**src/rtl/sevenseg_pkg.sv**
```systemverilog
// Shared definitions for the seven-segment scan controller: register map, scan
// states and the hex-to-segment table.
package sevenseg_pkg;

  localparam logic [4:0] ADR_DATA_LO = 5'h00;
  localparam logic [4:0] ADR_DATA_HI = 5'h04;
  localparam logic [4:0] ADR_EN      = 5'h08;
  localparam logic [4:0] ADR_DP      = 5'h0C;
  localparam logic [4:0] ADR_CTRL    = 5'h10;
  localparam logic [4:0] ADR_BRIGHT  = 5'h14;

  typedef enum logic {
    GUARD = 1'b0,
    SHOW  = 1'b1
  } state_e;

  // Active-low {CA,CB,CC,CD,CE,CF,CG}
  function automatic logic [6:0] hex2seg(input logic [3:0] nib);
    logic [6:0] seg;
    case (nib)
      4'h0: seg = 7'b0000001;
      4'h1: seg = 7'b1001111;
      4'h2: seg = 7'b0010010;
      4'h3: seg = 7'b0000110;
      4'h4: seg = 7'b1001100;
      4'h5: seg = 7'b0100100;
      4'h6: seg = 7'b0100000;
      4'h7: seg = 7'b0001111;
      4'h8: seg = 7'b0000000;
      4'h9: seg = 7'b0000100;
      4'hA: seg = 7'b0001000;
      4'hB: seg = 7'b1100000;
      4'hC: seg = 7'b0110001;
      4'hD: seg = 7'b1000010;
      4'hE: seg = 7'b0110000;
      default: seg = 7'b0111000;
    endcase
    return seg;
  endfunction

  function automatic logic [31:0] merge_bytes(input logic [31:0] old_val,
                                              input logic [31:0] new_val,
                                              input logic [3:0]  sel);
    logic [31:0] res;
    res = old_val;
    for (int b = 0; b < 4; b++) begin
      if (sel[b]) res[8*b +: 8] = new_val[8*b +: 8];
    end
    return res;
  endfunction

  function automatic logic [15:0] merge_half(input logic [15:0] old_val,
                                             input logic [15:0] new_val,
                                             input logic [1:0]  sel);
    logic [15:0] res;
    res = old_val;
    for (int b = 0; b < 2; b++) begin
      if (sel[b]) res[8*b +: 8] = new_val[8*b +: 8];
    end
    return res;
  endfunction

  function automatic logic [15:0] digit_mask(input int n);
    logic [15:0] m;
    for (int i = 0; i < 16; i++) m[i] = (i < n);
    return m;
  endfunction

  function automatic logic [63:0] nibble_mask(input int n);
    logic [63:0] m;
    for (int i = 0; i < 16; i++) m[4*i +: 4] = (i < n) ? 4'hF : 4'h0;
    return m;
  endfunction

endpackage

```
**src/rtl/sevenseg_scan_wb_if.sv**
```systemverilog
// Wishbone slave bus bundle for the seven-segment scan controller.
interface sevenseg_scan_wb_if;
  logic [4:0]  wb_adr_i;
  logic [31:0] wb_dat_i;
  logic [3:0]  wb_sel_i;
  logic        wb_we_i;
  logic        wb_cyc_i;
  logic        wb_stb_i;
  logic [31:0] wb_dat_o;
  logic        wb_ack_o;

  modport master (
    output wb_adr_i, wb_dat_i, wb_sel_i, wb_we_i, wb_cyc_i, wb_stb_i,
    input  wb_dat_o, wb_ack_o
  );

  modport slave (
    input  wb_adr_i, wb_dat_i, wb_sel_i, wb_we_i, wb_cyc_i, wb_stb_i,
    output wb_dat_o, wb_ack_o
  );
endinterface

```
**src/rtl/sevenseg_hex_decode.sv**
```systemverilog
// Combinational hex nibble to active-low segment pattern.
module sevenseg_hex_decode
  import sevenseg_pkg::*;
(
  input  logic [3:0] nibble,
  output logic [6:0] seg
);
  assign seg = hex2seg(nibble);
endmodule

```
**src/rtl/sevenseg_scan_wb.sv**
```systemverilog
// Multiplexed seven-segment scan controller with a Wishbone register file.
// Optional brightness PWM is enabled by defining SEVENSEG_PWM_EN.
//
//   state | meaning
//   GUARD | all anodes off, ghosting guard at the start of a slot
//   SHOW  | current digit driven from its shadow registers
module sevenseg_scan_wb
  import sevenseg_pkg::*;
#(
  parameter int NUM_DIGITS   = 8,
  parameter int CLK_FREQ_HZ  = 50_000_000,
  parameter int SCAN_HZ      = 8_000,
  parameter int GUARD_CYCLES = 16
) (
  input  logic                  clk,
  input  logic                  rstn,
  sevenseg_scan_wb_if.slave     bus,
  output logic [NUM_DIGITS-1:0] o_an,
  output logic [6:0]            o_seg,
  output logic                  o_dp
);

  localparam int SLOT = CLK_FREQ_HZ / SCAN_HZ;
  localparam int CW   = $clog2(SLOT);
  localparam logic [CW-1:0] GUARD_END = CW'(GUARD_CYCLES - 1);
  localparam logic [CW-1:0] SLOT_END  = CW'(SLOT - 1);
  localparam logic [3:0]    LAST_IDX  = 4'(NUM_DIGITS - 1);
  localparam logic [15:0]   DIG_MASK  = digit_mask(NUM_DIGITS);
  localparam logic [63:0]   NIB_MASK  = nibble_mask(NUM_DIGITS);

  logic [63:0] data_q;
  logic [15:0] en_q;
  logic [15:0] dp_q;
  logic        blank_q;
  logic        blank_d;
`ifdef SEVENSEG_PWM_EN
  logic [3:0]  bright_q;
`endif

  logic        ack_q;
  logic [31:0] dat_q;
  logic        req;
  logic        wr_en;
  logic [4:0]  reg_adr;
  logic [31:0] rd_data;
  logic        unused_adr_bits;

  state_e        state_q;
  state_e        state_d;
  logic [CW-1:0] count_q;
  logic [3:0]    idx_q;
  logic [3:0]    sh_nib;
  logic          sh_en;
  logic          sh_dp;
  logic [6:0]    seg_dec;
  logic          pwm_on;

  logic [NUM_DIGITS-1:0] an_d;
  logic [6:0]            seg_d;
  logic                  dp_d;

  // Bus: one fixed wait state, writes land on the ack cycle
  assign req             = bus.wb_cyc_i & bus.wb_stb_i & ~ack_q;
  assign wr_en           = ack_q & bus.wb_cyc_i & bus.wb_stb_i & bus.wb_we_i;
  assign reg_adr         = {bus.wb_adr_i[4:2], 2'b00};
  assign unused_adr_bits = &{1'b0, bus.wb_adr_i[1:0]};
  assign bus.wb_ack_o    = ack_q;
  assign bus.wb_dat_o    = dat_q;

  always_comb begin
    rd_data = '0;
    case (reg_adr)
      ADR_DATA_LO: rd_data = data_q[31:0];
      ADR_DATA_HI: rd_data = data_q[63:32];
      ADR_EN:      rd_data = {16'h0, en_q};
      ADR_DP:      rd_data = {16'h0, dp_q};
      ADR_CTRL:    rd_data = {31'h0, blank_q};
`ifdef SEVENSEG_PWM_EN
      ADR_BRIGHT:  rd_data = {28'h0, bright_q};
`endif
      default:     rd_data = '0;
    endcase
  end

  always_ff @(posedge clk or negedge rstn) begin
    if (!rstn) begin
      ack_q <= 1'b0;
      dat_q <= '0;
    end else begin
      ack_q <= req;
      dat_q <= req ? rd_data : '0;
    end
  end

  always_ff @(posedge clk or negedge rstn) begin
    if (!rstn) begin
      data_q <= '0;
      en_q   <= DIG_MASK;
      dp_q   <= '0;
    end else if (wr_en) begin
      case (reg_adr)
        ADR_DATA_LO: data_q[31:0]  <= merge_bytes(data_q[31:0], bus.wb_dat_i,
                                                  bus.wb_sel_i) & NIB_MASK[31:0];
        ADR_DATA_HI: data_q[63:32] <= merge_bytes(data_q[63:32], bus.wb_dat_i,
                                                  bus.wb_sel_i) & NIB_MASK[63:32];
        ADR_EN:      en_q <= merge_half(en_q, bus.wb_dat_i[15:0],
                                        bus.wb_sel_i[1:0]) & DIG_MASK;
        ADR_DP:      dp_q <= merge_half(dp_q, bus.wb_dat_i[15:0],
                                        bus.wb_sel_i[1:0]) & DIG_MASK;
        default: ;
      endcase
    end
  end

  // The incoming BLANK_ALL value feeds the output stage directly so the
  // anodes go dark on the cycle right after the write lands.
  always_comb begin
    blank_d = blank_q;
    if (wr_en && reg_adr == ADR_CTRL && bus.wb_sel_i[0]) blank_d = bus.wb_dat_i[0];
  end

  always_ff @(posedge clk or negedge rstn) begin
    if (!rstn) blank_q <= 1'b0;
    else       blank_q <= blank_d;
  end

`ifdef SEVENSEG_PWM_EN
  always_ff @(posedge clk or negedge rstn) begin
    if (!rstn)
      bright_q <= 4'hF;
    else if (wr_en && reg_adr == ADR_BRIGHT && bus.wb_sel_i[0])
      bright_q <= bus.wb_dat_i[3:0];
  end

  logic [31:0] pwm_pos;
  logic [31:0] pwm_lim;
  always_comb begin
    pwm_pos = 32'(count_q) - 32'(GUARD_CYCLES);
    pwm_lim = (32'(SLOT - GUARD_CYCLES) * (32'(bright_q) + 32'd1)) >> 4;
    pwm_on  = pwm_pos < pwm_lim;
  end
`else
  assign pwm_on = 1'b1;
`endif

  always_ff @(posedge clk or negedge rstn) begin
    if (!rstn)                 count_q <= '0;
    else if (count_q == SLOT_END) count_q <= '0;
    else                       count_q <= count_q + 1'b1;
  end

  always_ff @(posedge clk or negedge rstn) begin
    if (!rstn) state_q <= GUARD;
    else       state_q <= state_d;
  end

  always_comb begin
    state_d = state_q;
    case (state_q)
      GUARD:   if (count_q == GUARD_END) state_d = SHOW;
      SHOW:    if (count_q == SLOT_END)  state_d = GUARD;
      default: state_d = GUARD;
    endcase
  end

  // Shadow capture isolates the visible slot from register writes.
  always_ff @(posedge clk or negedge rstn) begin
    if (!rstn) begin
      idx_q  <= '0;
      sh_nib <= '0;
      sh_en  <= 1'b0;
      sh_dp  <= 1'b0;
    end else begin
      if (state_q == GUARD && count_q == GUARD_END) begin
        sh_nib <= data_q[{idx_q, 2'b00} +: 4];
        sh_en  <= en_q[idx_q];
        sh_dp  <= dp_q[idx_q];
      end
      if (state_q == SHOW && count_q == SLOT_END)
        idx_q <= (idx_q == LAST_IDX) ? 4'd0 : idx_q + 4'd1;
    end
  end

  sevenseg_hex_decode u_hex_decode (
    .nibble (sh_nib),
    .seg    (seg_dec)
  );

  always_comb begin
    an_d  = '1;
    seg_d = 7'h7F;
    dp_d  = 1'b1;
    if (state_q == SHOW) begin
      seg_d = seg_dec;
      dp_d  = ~sh_dp;
      for (int i = 0; i < NUM_DIGITS; i++) begin
        if (idx_q == 4'(i) && sh_en && !blank_d && pwm_on) an_d[i] = 1'b0;
      end
    end
  end

  always_ff @(posedge clk or negedge rstn) begin
    if (!rstn) begin
      o_an  <= '1;
      o_seg <= 7'h7F;
      o_dp  <= 1'b1;
    end else begin
      o_an  <= an_d;
      o_seg <= seg_d;
      o_dp  <= dp_d;
    end
  end

endmodule

```
**src/flat_wrapper.sv**
```systemverilog
// flat-port wrapper written by rule: the top's interface ports become plain ports
module sevenseg_scan_wb_flat import sevenseg_pkg::*;
#(
  parameter int NUM_DIGITS   = 8,
  parameter int CLK_FREQ_HZ  = 50_000_000,
  parameter int SCAN_HZ      = 8_000,
  parameter int GUARD_CYCLES = 16
)
  (clk, rstn, o_an, o_seg, o_dp, bus_wb_adr_i, bus_wb_dat_i, bus_wb_sel_i, bus_wb_we_i, bus_wb_cyc_i, bus_wb_stb_i, bus_wb_dat_o, bus_wb_ack_o);
  sevenseg_scan_wb_if bus_i ();
  input  logic clk;
  input  logic rstn;
  output logic [NUM_DIGITS-1:0] o_an;
  output logic [6:0] o_seg;
  output logic o_dp;
  input wire logic [$bits(bus_i.wb_adr_i)-1:0] bus_wb_adr_i;
  input wire logic [$bits(bus_i.wb_dat_i)-1:0] bus_wb_dat_i;
  input wire logic [$bits(bus_i.wb_sel_i)-1:0] bus_wb_sel_i;
  input wire logic [$bits(bus_i.wb_we_i)-1:0] bus_wb_we_i;
  input wire logic [$bits(bus_i.wb_cyc_i)-1:0] bus_wb_cyc_i;
  input wire logic [$bits(bus_i.wb_stb_i)-1:0] bus_wb_stb_i;
  output wire logic [$bits(bus_i.wb_dat_o)-1:0] bus_wb_dat_o;
  output wire logic [$bits(bus_i.wb_ack_o)-1:0] bus_wb_ack_o;
  assign bus_i.wb_adr_i = bus_wb_adr_i;
  assign bus_i.wb_dat_i = bus_wb_dat_i;
  assign bus_i.wb_sel_i = bus_wb_sel_i;
  assign bus_i.wb_we_i = bus_wb_we_i;
  assign bus_i.wb_cyc_i = bus_wb_cyc_i;
  assign bus_i.wb_stb_i = bus_wb_stb_i;
  assign bus_wb_dat_o = bus_i.wb_dat_o;
  assign bus_wb_ack_o = bus_i.wb_ack_o;
  sevenseg_scan_wb #(.NUM_DIGITS(NUM_DIGITS), .CLK_FREQ_HZ(CLK_FREQ_HZ), .SCAN_HZ(SCAN_HZ), .GUARD_CYCLES(GUARD_CYCLES)) u_core (.clk(clk), .rstn(rstn), .bus(bus_i), .o_an(o_an), .o_seg(o_seg), .o_dp(o_dp));
endmodule
```
**config.mk**
```make
export PLATFORM = sky130hd
export DESIGN_NAME = sevenseg_scan_wb_flat
export DESIGN_NICKNAME = d
export VERILOG_FILES = /design/src/rtl/sevenseg_pkg.sv /design/src/rtl/sevenseg_scan_wb_if.sv /design/src/rtl/sevenseg_hex_decode.sv /design/src/rtl/sevenseg_scan_wb.sv /design/src/flat_wrapper.sv
export SDC_FILE = /design/constraint.sdc
export NUM_CORES = 1
export LEC_CHECK = 0
export BUFFER_PORTS_ARGS = -buffer_cell sky130_fd_sc_hd__buf_2
export CORE_ASPECT_RATIO = 1.25
export CORE_MARGIN = 1.5
export CORE_UTILIZATION = 56
export DETAILED_ROUTE_END_ITERATION = 10
export GPL_TIMING_DRIVEN = 0
export PLACE_DENSITY = 0.9
export SYNTH_ARGS = -nofsm -noshare
export SYNTH_HDL_FRONTEND = slang
export SYNTH_SLANG_ARGS = --single-unit
```
**constraint.sdc**
```tcl
create_clock -name clk -period 3.1 [get_ports clk]
set_input_delay 0.775 -clock clk [delete_from_list [all_inputs] [get_ports clk]]
set_output_delay 0.775 -clock clk [all_outputs]
set_load 0.02 [all_outputs]
```
==> impl_metrics.csv, run 1 <==
group,metric,value,unit
drt,drt_iter0_markers,332,
critical_path,r2r_end,"u_core.sh_dp",
placed_design,place_hpwl,8150,µm
clock_network,cts_resized,0,
layout,nNetsFinal,577,
power,p_leak,3.21,nW
grt,grt_pass1_wl,20100,µm
synth,yosys_warnings,0,
die,ios,95,
run,drv_cap,0,
clock_network,cts_buffer_depth,2,
synth,synth_top_family_by_area,"multiplexers",
clock_network,cts_setup_buffers,0,
sta,rsz0062_at_grt,"false",
grt,grt_max_degree,73,
synth,async_reset_ff_share,100,%
clock_network,cts_hold_buf,0,
drt,wire_per_inst,18.9,µm
grt,antenna_found_initial,1,
power,finalPower,3.79,mW
critical_path,crit_type,"flop to flop",
sta,worst_pin_slew,1.33,ns
placed_design,placedCellCount,623,
synth,synth_cell_types,40,
layout,utilization,71.5,%
placed_design,gp_congestion,0.846,
critical_path,r2r_start,"u_core.idx_q[0]",
layout,fin_area,6560,µm²
grt,grt_pass1_vias,4019,
sta,report.final.slew_viol_count,0,
die,core_region_area,9170,µm²
synth,synth_compound_area_share,4.02,%
clock_network,numCtsBuffers,17,
sta,min_period,2.68,ns
die,die_h,112,µm
placed_design,place_area,5970,µm²
critical_path,r2r_cells,5,
clock_network,h-tree-depth,4,
critical_path,critPathLaunchType,"flop",
critical_path,worstPathArrival,2.97,ns
clock_network,clkLatencyLatePin,0.42,ns
min_path,min-delay-path-class,"primary input to asynchronous set/reset pin",
run_status,status,"finished, final reports clean",
layout,areaGrowthSynthToFinish,23.1,%
synth,syn-mean-instance-area,13.1,µm²
drt,ant_nets,0,
die,initial_core_util,58.1,%
synth,synth_edf_count,0,
synth,synth_flop_cell,"dfrtp_1",
sta,setup_viol,0,
die,num_rows,39,
synth,yosysSeqAreaShare,57.9,%
synth,synth_xor_area_share,1.48,%
layout,drive_above_1_share,39.3,%
sta,fin_skew,0.00727,ns
power,vdd_ir_drop_max,463,µV
power,power_density,578,nW/µm²
drt,first_pass_iters,4,
die,fp.dieW,90.2,µm
die,die_area,10100,µm²
critical_path,worstPathRequired,3.40,ns
critical_path,r2r_setup_slack,0.42,ns
clock_network,cts.sinks,122,
synth,synthCells,408,
sta,slew_headroom,10.8,%
placed_design,io_buffer_count,91,
clock_network,clk_pin_slew,0.06,ns
synth,synthAdderAreaFrac,2.82,%
sta,fmax,0.374,GHz
synth,synth_mux_area_share,19.1,%
synth,ys_ff_latch,122,
drt,route.detailed.vias_per_inst,5.68,
drt,drc,0,
clock_network,cts_tree,"done",
grt,grt_usage,26.4,%
synth,synth_simple_gate_area_share,12.7,%
drt,routed_wl,12400,µm
layout,finalNonFillerCells,656,
critical_path,worstPathMaxFanout,10,
sta,post-route-period-util,86.3,%
clock_network,cts-root-buf,"clkbuf_16",
synth,synth_nets,466,
sta,hold_viol,0,
synth,synth.cell_area,5330,µm²
drt,vias,3725,
grt,overflow,0,
critical_path,cp-end-kind,"flop",
[cells in the mapped netlist, types with 3 or more instances]
master | count | area [µm²]
nand4_1 | 6 | 37.5
nand2_1 | 17 | 63.8
a22oi_1 | 3 | 22.5
dfstp_2 | 24 | 631
xnor2_1 | 7 | 61.3
and3_1 | 7 | 43.8
ha_1 | 12 | 150
a21oi_1 | 13 | 65.1
mux2i_1 | 14 | 140
nand2b_1 | 3 | 18.8
mux2_2 | 49 | 552
nor2b_1 | 4 | 25.0
inv_1 | 11 | 41.3
mux4_2 | 12 | 270
or4_1 | 3 | 22.5
dfrtp_1 | 98 | 2450
nor2_1 | 27 | 101
clkbuf_1 | 13 | 48.8
mux2_4 | 3 | 45.0
o21ai_0 | 10 | 50.1
and2_1 | 24 | 150
a22o_1 | 3 | 26.3
nand3_1 | 17 | 85.1
nor4_1 | 3 | 18.8
[through the flow]
stage	setup TNS [ns]	setup slack (ns)	hold slack, ns
final	0	0.424	0.377
after global placement	-4.81	-0.0563	0.400
after floorplan	0	0.763	0.376
after CTS	0	0.366	0.396
after global routing	0	0.176	0.431
after detailed placement	0	0.303	0.401
[how the worst max path moves through the flow]
stage	from	end	slack, ns	cells after the start
after global routing	u_core.idx_q[0]	u_core.sh_dp	0.18	5
after CTS	u_core.idx_q[0]	u_core.sh_dp	0.37	5
after global placement	rstn	u_core.bus.wb_dat_o[2]	-0.06	1
final	u_core.idx_q[0]	u_core.sh_dp	0.42	5
after detailed placement	bus_wb_adr_i[2]	u_core.en_q[0]	0.30	4
after floorplan	bus_wb_adr_i[2]	u_core.en_q[0]	0.76	4
[kinds of logic (layout without fill, tap and decap cells)]
| kind of cell | after synthesis | count (layout) |
|---|---|---|
| and+or+nand+nor | 124 | 124 |
| AOI/OAI and AO/OA | 35 | 35 |
| DFF | 122 | 122 |
| adders and majority gates | 12 | 12 |
| xor gates and xnor gates | 9 | 9 |
| buffers and inverters | 27 | 151 |
| muxes | 79 | 79 |
| other | 0 | 1 |
[where the power goes]
part | leakage, nW | total [mW] | switching, mW | internal (mW)
Combinational | 1.34 | 0.153 | 0.0852 | 0.0681
Clock | 0.281 | 1.98 | 0.676 | 1.30
Sequential | 1.59 | 1.66 | 0.0246 | 1.63
[layer usage]
layer,wire (µm),vias to the layer above,track usage (%)
met5,0,-,0
met4,495,0,14.0
met3,634,45,7.52
met2,6490,142,44.7
met1,4790,1865,30.5
li1,-,1673,-
[state kept, by name, summed over array words and instances, names as in the netlist, 4 cells and up]
| signal | flops |
|---|---|
| u_core.bus.wb_dat_o | 32 |
| u_core.count_q | 13 |
| u_core.data_q | 32 |
| u_core.dp_q | 8 |
| u_core.en_q | 8 |
| u_core.idx_q | 4 |
| u_core.o_an | 8 |
| u_core.o_seg | 7 |
| u_core.sh_nib | 4 |
[critical path, stage by stage (launching register included)]
cell	delay, ns
dfrtp_1	0.36
clkbuf_1	0.46
buf_1	0.67
mux4_2	0.59
a22o_1	0.20
mux2_4	0.26
[area by class of cell]
| cell class | count | area, µm² |
|---|---|---|
| antenna | 1 | 2.50 |
| clock buffer | 25 | 475 |
| tap | 123 | 154 |
| multi-input combinational | 259 | 2140 |
| timing repair buffer | 92 | 485 |
| inverter | 11 | 41.3 |
| fill | 615 | 2610 |
| buffer | 16 | 67.6 |
| sequential | 122 | 3080 |
| clock inverter | 7 | 115 |
[cells in the final DEF (no fill, tap or decap), types with 11 or more instances in the layout]
master / synthesis / routed
clkbuf_16: 0 / 17
nor2_1: 27 / 27
mux2i_1: 14 / 14
clkbuf_1: 13 / 19
and2_1: 24 / 24
dfstp_2: 24 / 24
inv_1: 11 / 11
ha_1: 12 / 12
mux4_2: 12 / 12
mux2_2: 49 / 49
nand2_1: 17 / 17
nand3_1: 17 / 17
buf_2: 0 / 90
a21oi_1: 13 / 13
dfrtp_1: 98 / 98
No activity file was read; power rests on OpenSTA's default activity.
==> run 2, diff against run 1 <==
--- a/config.mk
+++ b/config.mk
@@ -8,10 +8,10 @@
 export BUFFER_PORTS_ARGS = -buffer_cell sky130_fd_sc_hd__buf_2
 export CORE_ASPECT_RATIO = 1.25
 export CORE_MARGIN = 1.5
-export CORE_UTILIZATION = 56
+export CORE_UTILIZATION = 36
 export DETAILED_ROUTE_END_ITERATION = 10
 export GPL_TIMING_DRIVEN = 0
-export PLACE_DENSITY = 0.9
+export PLACE_DENSITY = 0.66
 export SYNTH_ARGS = -nofsm -noshare
 export SYNTH_HDL_FRONTEND = slang
 export SYNTH_SLANG_ARGS = --single-unit
==> impl_metrics.csv, run 2 (synthesized netlist as in run 1, its figures left out) <==
group,metric,value,unit
layout,areaGrowthSynthToFinish,24.5,%
drt,routed_wl,12000,µm
critical_path,r2r_cells,5,
sta,setup_viol,0,
placed_design,place_area,6040,µm²
clock_network,cts_tree,"done",
placed_design,place_hpwl,8670,µm
die,core_region_area,14400,µm²
critical_path,crit_end,"u_core.sh_dp",
run,drv_cap,0,
critical_path,worstPathArrival,2.93,ns
layout,finalNonFillerCells,711,
grt,overflow,0,
placed_design,io_buffer_count,91,
clock_network,clk_pin_slew,0.06,ns
power,power_switching,0.830,mW
sta,rsz0062_at_grt,"false",
sta,setup_slack,0.455,ns
drt,route.detailed.vias_per_inst,5.03,
clock_network,numCtsBuffers,17,
min_path,min-delay-path-class,"primary input to asynchronous set/reset pin",
grt,grt_pass1_wl,19600,µm
die,fp.dieW,112,µm
grt,grt_pass1_vias,3907,
clock_network,cts_resized,0,
sta,report.final.slew_viol_count,0,
layout,nNetsFinal,577,
critical_path,critPathLaunch,"u_core.idx_q[0]",
power,power_density,564,nW/µm²
clock_network,cts-root-buf,"clkbuf_16",
sta,hold_viol,0,
die,ios,95,
grt,grt_max_degree,107,
power,p_sw_share,22.2,%
die,die_h,139,µm
sta,post-route-period-util,85.3,%
clock_network,cts_buffer_depth,2,
sta,slew_headroom,15.2,%
power,p_leak,3.22,nW
drt,drc,0,
layout,layout_commonest_cell,"dfrtp_1",
placed_design,gp_congestion,0.823,
critical_path,worstPathMaxFanout,10,
drt,vias,3575,
die,die_area,15500,µm²
clock_network,clkLatencyLatePin,0.41,ns
critical_path,crit_type,"flop to flop",
placed_design,placedCellCount,678,
run_status,status,"finished, final reports clean",
critical_path,worstPathRequired,3.39,ns
power,p_seq_share,44.2,%
die,initial_core_util,37.0,%
sta,min_period,2.64,ns
critical_path,r2r_setup_slack,0.46,ns
layout,fin_area,6640,µm²
drt,ant_nets,0,
power,vdd_ir_drop_max,348,µV
layout,fillCellCount,1276,
clock_network,cts_hold_buf,0,
sta,fmax,0.378,GHz
power,p_comb_share,4.1,%
clock_network,cts_setup_buffers,0,
critical_path,critPathLaunchType,"flop",
clock_network,h-tree-depth,4,
sta,worst_pin_slew,1.26,ns
critical_path,cp-end-kind,"flop",
power,finalPower,3.74,mW
placed_design,dp_slack,0.253,ns
sta,fin_skew,0.00998,ns
drt,drt_iter0_markers,144,
drt,first_pass_iters,4,
critical_path,r2r_start,"u_core.idx_q[0]",
power,intPower,2.91,mW
layout,mostFrequentLayoutCells,"98 x dfrtp_1, 90 x buf_2, 49 x mux2_2",
layout,drive_above_1_share,40.4,%
grt,antenna_found_initial,1,
critical_path,r2r_end,"u_core.sh_dp",
clock_network,cts.sinks,122,
power,p_clk_share,51.7,%
grt,grt_usage,16.4,%
die,num_rows,49,
drt,wire_per_inst,16.9,µm
run 2: changes by cell type in the layout (fill, tap and decap cells not counted), sizes merged:
cell	before	now
bufinv	3	2
clkbuf	38	32
clkinv	2	8
clkinvlp	2	1
inv	11	13
run 2: power by group through the flow:
| stage | registers [mW] | logic [mW] | clock network [mW] |
|---|---|---|---|
| floorplan | 1.68 | 0.0629 | 0 |
| global placement | 1.68 | 0.146 | 0 |
| detailed placement | 1.68 | 0.156 | 0 |
| CTS | 1.65 | 0.156 | 1.97 |
| global route | 1.66 | 0.172 | 2.04 |
| finish | 1.65 | 0.153 | 1.93 |
run 2: routing by layer:
metal  GRT usage, %  wire length (µm)
met5              0                 0
met4           7.53               398
met3           4.11               362
met2           29.8              6560
met1           17.8              4670
run 2: worst min-delay path by stage:
| stage | end | cells after the start | from |
|---|---|---|---|
| after floorplan | u_core.o_dp | 1 | u_core.sh_dp |
| final | u_core.bus.wb_dat_o[30] | 1 | rstn |
| after global routing | u_core.bus.wb_dat_o[30] | 1 | rstn |
| after detailed placement | u_core.o_dp | 1 | u_core.sh_dp |
| after global placement | u_core.o_dp | 1 | u_core.sh_dp |
| after CTS | u_core.bus.wb_dat_o[30] | 1 | rstn |
run 2: area by class of cell:
class	count	area, µm²	share of cell area (%)
multi-input combinational	259	2140	32.3
sequential	122	3080	46.5
tap	178	223	3.36
timing repair buffer	92	489	7.37
inverter	11	41.3	0.622
clock buffer	19	443	6.68
buffer	16	67.6	1.02
clock inverter	13	144	2.17
antenna	1	2.50	0.0377
run 2: per-stage QoR:
| step | TNS (ns) | util, % | hold slack (ns) |
|---|---|---|---|
| floorplan | 0 | - | 0.376 |
| global placement | -15.23 | 41.7 | 0.419 |
| detailed placement | 0 | 41.9 | 0.414 |
| CTS | 0 | 46.0 | 0.174 |
| global route | 0 | 46.1 | 0.174 |
| finish | 0 | 46.1 | 0.182 |
run 2: critical path: stages, from the launching register on:
cell      delay, ns
dfrtp_1        0.37
clkbuf_1       0.42
buf_1          0.65
mux4_2         0.60
a22o_1         0.21
mux2_4         0.26
